--- config.mk ---
export PLATFORM = sky130hd
export DESIGN_NAME = fetch_stage
export DESIGN_NICKNAME = d
export VERILOG_FILES = /design/src/rtl/fetch_pkg.sv /design/src/rtl/fetch_pc_gen.sv /design/src/rtl/fetch_stage.sv
export SDC_FILE = /design/constraint.sdc
export NUM_CORES = 1
export LEC_CHECK = 0
export CORE_MARGIN = 5
export CORE_UTILIZATION = 63
export CTS_CLUSTER_DIAMETER = 100
export DETAILED_ROUTE_END_ITERATION = 16
export DONT_BUFFER_PORTS = 1
export GPL_TIMING_DRIVEN = 1
export PLACE_DENSITY = 0.91
export SYNTH_ARGS = -nofsm -noshare
export SYNTH_HDL_FRONTEND = slang
export SYNTH_SLANG_ARGS = --single-unit
--- constraint.sdc ---
create_clock -name clock -period 3 [get_ports clock]
set_input_delay 0 -clock clock [delete_from_list [all_inputs] [get_ports clock]]
set_output_delay 0 -clock clock [all_outputs]
set_load 0.05 [all_outputs]
--- src/rtl/fetch_pkg.sv ---
// Shared IF-stage definitions: reset defaults, PC increment and the IF/ID bundle
// that decode consumes.
package fetch_pkg;

  localparam logic [31:0] RESET_PC_DEFAULT  = 32'h0040_0000;
  localparam logic [31:0] NOP_INSTR_DEFAULT = 32'h0000_0000;
  localparam logic [31:0] PC_INC            = 32'd4;

  typedef struct packed {
    logic [31:0] pc;
    logic [31:0] pcn;
    logic [31:0] ins;
    logic        valid;
  } fd_reg_t;

endpackage

--- src/rtl/fetch_pc_gen.sv ---
// PC register with priority next-PC select (stall > redirect > +4), word-aligned
// redirect targets and a registered misaligned-target pulse.
module fetch_pc_gen
  import fetch_pkg::*;
#(
  parameter logic [31:0] RESET_PC = RESET_PC_DEFAULT
) (
  input  logic        clock,
  input  logic        reset,
  input  logic        stall_in,
  input  logic        redirect_in,
  input  logic [31:0] redirect_target_in,
  output logic [31:0] pc_out,
  output logic [31:0] pc_plus4_out,
  output logic        misalign_out
);

  logic [31:0] r_pc;
  logic        r_misalign;
  logic [31:0] w_pc_plus4;
  logic [31:0] w_target_aligned;
  logic        w_redirect_taken;

  assign w_pc_plus4       = r_pc + PC_INC;
  assign w_target_aligned = {redirect_target_in[31:2], 2'b00};
  // A redirect that coincides with a stall is dropped; decode re-presents it.
  assign w_redirect_taken = redirect_in && !stall_in;

  always_ff @(posedge clock or negedge reset) begin
    if (!reset) begin
      r_pc       <= RESET_PC;
      r_misalign <= 1'b0;
    end else begin
      r_misalign <= w_redirect_taken && (redirect_target_in[1:0] != 2'b00);
      if (!stall_in) begin
        if (redirect_in) begin
          r_pc <= w_target_aligned;
        end else begin
          r_pc <= w_pc_plus4;
        end
      end
    end
  end

  assign pc_out       = r_pc;
  assign pc_plus4_out = w_pc_plus4;
  assign misalign_out = r_misalign;

endmodule

--- src/rtl/fetch_stage.sv ---
// Instruction fetch stage and IF/ID register. Define FETCH_DELAY_SLOT_EN to keep the
// instruction after a taken redirect (MIPS delay slot) instead of squashing it.
module fetch_stage
  import fetch_pkg::*;
#(
  parameter logic [31:0] RESET_PC  = RESET_PC_DEFAULT,
  parameter logic [31:0] NOP_INSTR = NOP_INSTR_DEFAULT
) (
  input  logic        clock,
  input  logic        reset,
  output logic [31:0] imem_addr_out,
  input  logic [31:0] imem_data_in,
  input  logic        stall_in,
  input  logic        redirect_in,
  input  logic [31:0] redirect_target_in,
  output logic [31:0] fd_pc_out,
  output logic [31:0] fd_pcn_out,
  output logic [31:0] fd_ins_out,
  output logic        fd_valid_out,
  output logic        misalign_out,
  output logic [31:0] fetch_count_out
);

  logic [31:0] w_pc;
  logic [31:0] w_pc_plus4;
  fd_reg_t     r_fd;
  logic [31:0] r_fetch_count;

  fetch_pc_gen #(
    .RESET_PC (RESET_PC)
  ) u_pc_gen (
    .clock              (clock),
    .reset              (reset),
    .stall_in           (stall_in),
    .redirect_in        (redirect_in),
    .redirect_target_in (redirect_target_in),
    .pc_out             (w_pc),
    .pc_plus4_out       (w_pc_plus4),
    .misalign_out       (misalign_out)
  );

  always_ff @(posedge clock or negedge reset) begin
    if (!reset) begin
      r_fd.pc       <= RESET_PC;
      r_fd.pcn      <= RESET_PC + PC_INC;
      r_fd.ins      <= NOP_INSTR;
      r_fd.valid    <= 1'b0;
      r_fetch_count <= 32'd0;
    end else if (!stall_in) begin
      r_fd.pc  <= w_pc;
      r_fd.pcn <= w_pc_plus4;
      if (redirect_in) begin
`ifdef FETCH_DELAY_SLOT_EN
        r_fd.ins      <= imem_data_in;
        r_fd.valid    <= 1'b1;
        r_fetch_count <= r_fetch_count + 32'd1;
`else
        // Squash the fall-through instruction; a bubble never carries a stale word.
        r_fd.ins      <= NOP_INSTR;
        r_fd.valid    <= 1'b0;
`endif
      end else begin
        r_fd.ins      <= imem_data_in;
        r_fd.valid    <= 1'b1;
        r_fetch_count <= r_fetch_count + 32'd1;
      end
    end
  end

  assign imem_addr_out   = w_pc;
  assign fd_pc_out       = r_fd.pc;
  assign fd_pcn_out      = r_fd.pcn;
  assign fd_ins_out      = r_fd.ins;
  assign fd_valid_out    = r_fd.valid;
  assign fetch_count_out = r_fetch_count;

endmodule
==> impl_metrics.tcl <==
set metrics [dict create \
    setup_viol 0 \
    grt_pass1_vias 6375 \
    cts_inserted_buffers 17 \
    min_path_type "in -> async" \
    internal_power_mw 4.11 \
    r2r-start "u_pc_gen.pc_out[2]" \
    seq_power_share_pct 50.9 \
    drc 0 \
    finalSetupTns_ns 0 \
    cts_root_buffer "clkbuf_16" \
    period_share_pct 95.7 \
    drt-total-wl_mm 22.5 \
    clk_pin_slew_worst_paths_ns 0.06 \
    failed_checks "negative hold slack" \
    finalInstanceArea_um2 8920 \
    cp_cell_sequence "ha_2 -> nand4_1 -> nor3_4 -> a22oi_1 -> dlygate4sd3_1 -> o21ai_0 -> dlygate4sd3_1" \
    async_flop_share_pct 100 \
    yosys.area.top_type "dfrtp_1" \
    netSwitchingFraction_pct 38.1 \
    synth_cell_types 53 \
    period_minus_slack_ns 2.87 \
    grt_pass1_wl_mm 34.2 \
    htreeDepth 4 \
    gp_congestion 0.889 \
    drtIter0Drc 765 \
    finalHoldViolations 156 \
    final_max_slew_viol_count 0 \
    layout_common_cells "dfrtp_1 (149), nand2_1 (128), dlygate4sd3_1 (94)" \
    start_kind "register" \
    startpoint "u_pc_gen.pc_out[2]" \
    post_dp_cell_area_um2 7350 \
    rows 38 \
    grt_max_degree 171 \
    synth-seq-cells 156 \
    crit_type "reg -> reg" \
    antenna_found_initial 0 \
    ant_nets 0 \
    num_vias 6207 \
    tightest_slew_ns 0.734 \
    drive_above_1_share_pct 14.4 \
    die_y_um 116 \
    ir_drop_uv 685 \
    cts_sinks 156 \
    crit_path_max_incr_delay_ns 0.58 \
    end_kind "register" \
    arrival_ns 3.24 \
    cts_setup_buffers 0 \
    start_util_pct 65.0 \
    routed_via_density 6.47 \
    area_growth_pct 25.5 \
    tritoncts "yes" \
    dr.pass1.iters 6 \
    drt-wirelength-per-cell_um 23.5 \
    cellLeakagePower_nw 3.85 \
    synth-edff-count 0 \
    ys_warn_count 0 \
    seq_area_frac_synth_pct 55.0 \
    dp_hpwl_mm 12.9 \
    cpMaxStageDelayCell "dlygate4sd3_1" \
    clock_latency_ns 0.43 \
    status "finished with violations" \
    mostFrequentLayoutCell "dfrtp_1" \
    cp_data_required_time_ns 3.37 \
    max_cap_violations 0 \
    grt-ovfl-total 0 \
    synth_area_leaders "dfrtp_1 (54%), nand2_1 (6.8%), o21ai_0 (5.6%)" \
    clkPwrFrac_pct 32.2 \
    syn-cell-area_um2 7110 \
    skew_ns 0.0109 \
    die_area_um2 13500 \
    pin_count 230 \
    core_area_um2 10900 \
    timing.fmax_ghz 0.348 \
    synthCells 705 \
    powerDensity_nw_per_um2 745 \
    fill_cells 548 \
    p_switching_mw 2.53 \
    hold_ws_ns -0.732 \
    holdBufCountCts 95 \
    pwr-share-comb_pct 16.9 \
    io_buffers 0 \
    synth_area_per_cell_um2 10.1 \
    antenna_cells 0 \
    clockBufferDepth 2 \
    chipWidth_um 116 \
    synth-main-ff-cell "dfrtp_1" \
    worst-path-max-fanout 6 \
    synthDominantCellAreaShare_pct 53.5 \
    grt_use_total_pct 33.4 \
    relSlewSlack_pct 51.1 \
    cp_common_cell "dlygate4sd3_1" \
    fin_nets 877 \
]
## critical path: cells and delay by family, from the launching register on
family                   cells  cell delay (ns)
AO/OA/AOI/OAI                2             0.23
buffers and inverters        2             1.15
AND/OR/NAND/NOR              2             0.67
flip-flops                   1             0.46
adder cells (fa/ha/maj)      1             0.30
## layer usage
metal  track usage [%]  routed length, µm  vias up
li1                  -                  -     2639
met1              39.4               7960     3014
met2              55.3              11100      459
met3              10.1               2490       95
met4              17.5               1000        0
met5                 0                  0        -
## power groups by stage
stage	Sequential (mW)	Combinational, mW	Clock, mW
2_1_floorplan	3.57	0.465	0
3_3_place_gp	3.38	0.864	0
3_5_place_dp	3.40	0.905	0
4_1_cts	3.36	1.08	2.12
5_1_grt	3.41	1.20	2.24
6_report	3.38	1.13	2.14
## through the flow
step                util (%)  power [mW]  cells  setup WS, ns
CTS                     81.3        6.56    959         0.116
finish                  81.5        6.64    959         0.130
floorplan                  -        4.04    710         0.291
global placement        67.2        4.24    833         0.694
global route            81.5        6.85    959       -0.0541
detailed placement      67.2        4.30    833         0.579
## area by class of cell
type                    count  area, µm²  area share, %
flip-flops and latches    156       3910           43.9
multi-input cells         493       2970           33.4
clock inverters             7       87.6          0.982
repair buffers            133       1250           14.1
inverters                   6       22.5          0.253
well taps                 140        175           1.96
clock buffers              24        492           5.51
## synth_stat cells, drive strengths merged, types with 6 or more instances
library cell	number
and3	7
nor3	12
a21oi	14
dfrtp	152
clkbuf	42
nand4	16
inv	6
xnor2	32
xor2	27
nand2	128
nor4	9
nand3	34
buf	13
nor2	30
a22oi	16
mux2	31
o21ai	80
## kinds of logic after synthesis
family	synth area share (%)
adders and majority gates	0.352
xor gates and xnor gates	7.27
muxes	5.05
DFF	55.0
other	0.0528
AOI/OAI and AO/OA	11.1
buffers and inverters	3.70
and+or+nand+nor	17.4
## flip-flops by register name, summed over array words and instances (netlist names)
register and count:
fetch_count_out 32, u_pc_gen.pc_out 30, fd_valid_out 1, u_pc_gen.misalign_out 1
fd_ins_out 32, fd_pcn_out 30, fd_pc_out 30
## final timing paths
path	slack [ns]	cells after the start	endpoint
max	0.13	7	u_pc_gen.pc_out[12]
min	-0.73	0	fetch_count_out[21]
max reg2reg	0.13	7	u_pc_gen.pc_out[12]
min reg2reg	0.59	3	fetch_count_out[1]
max in group asynchronous	3.46	0	u_pc_gen.pc_out[22]
min in group clock	0.03	3	fetch_count_out[5]
## what timing repair did
action                                  4_1_cts  5_1_grt
endpoints found under the setup margin        0        3
hold endpoints to repair                    288      156
gates resized for setup                       0        7
Note: power is estimated with default switching activity, not from simulation.
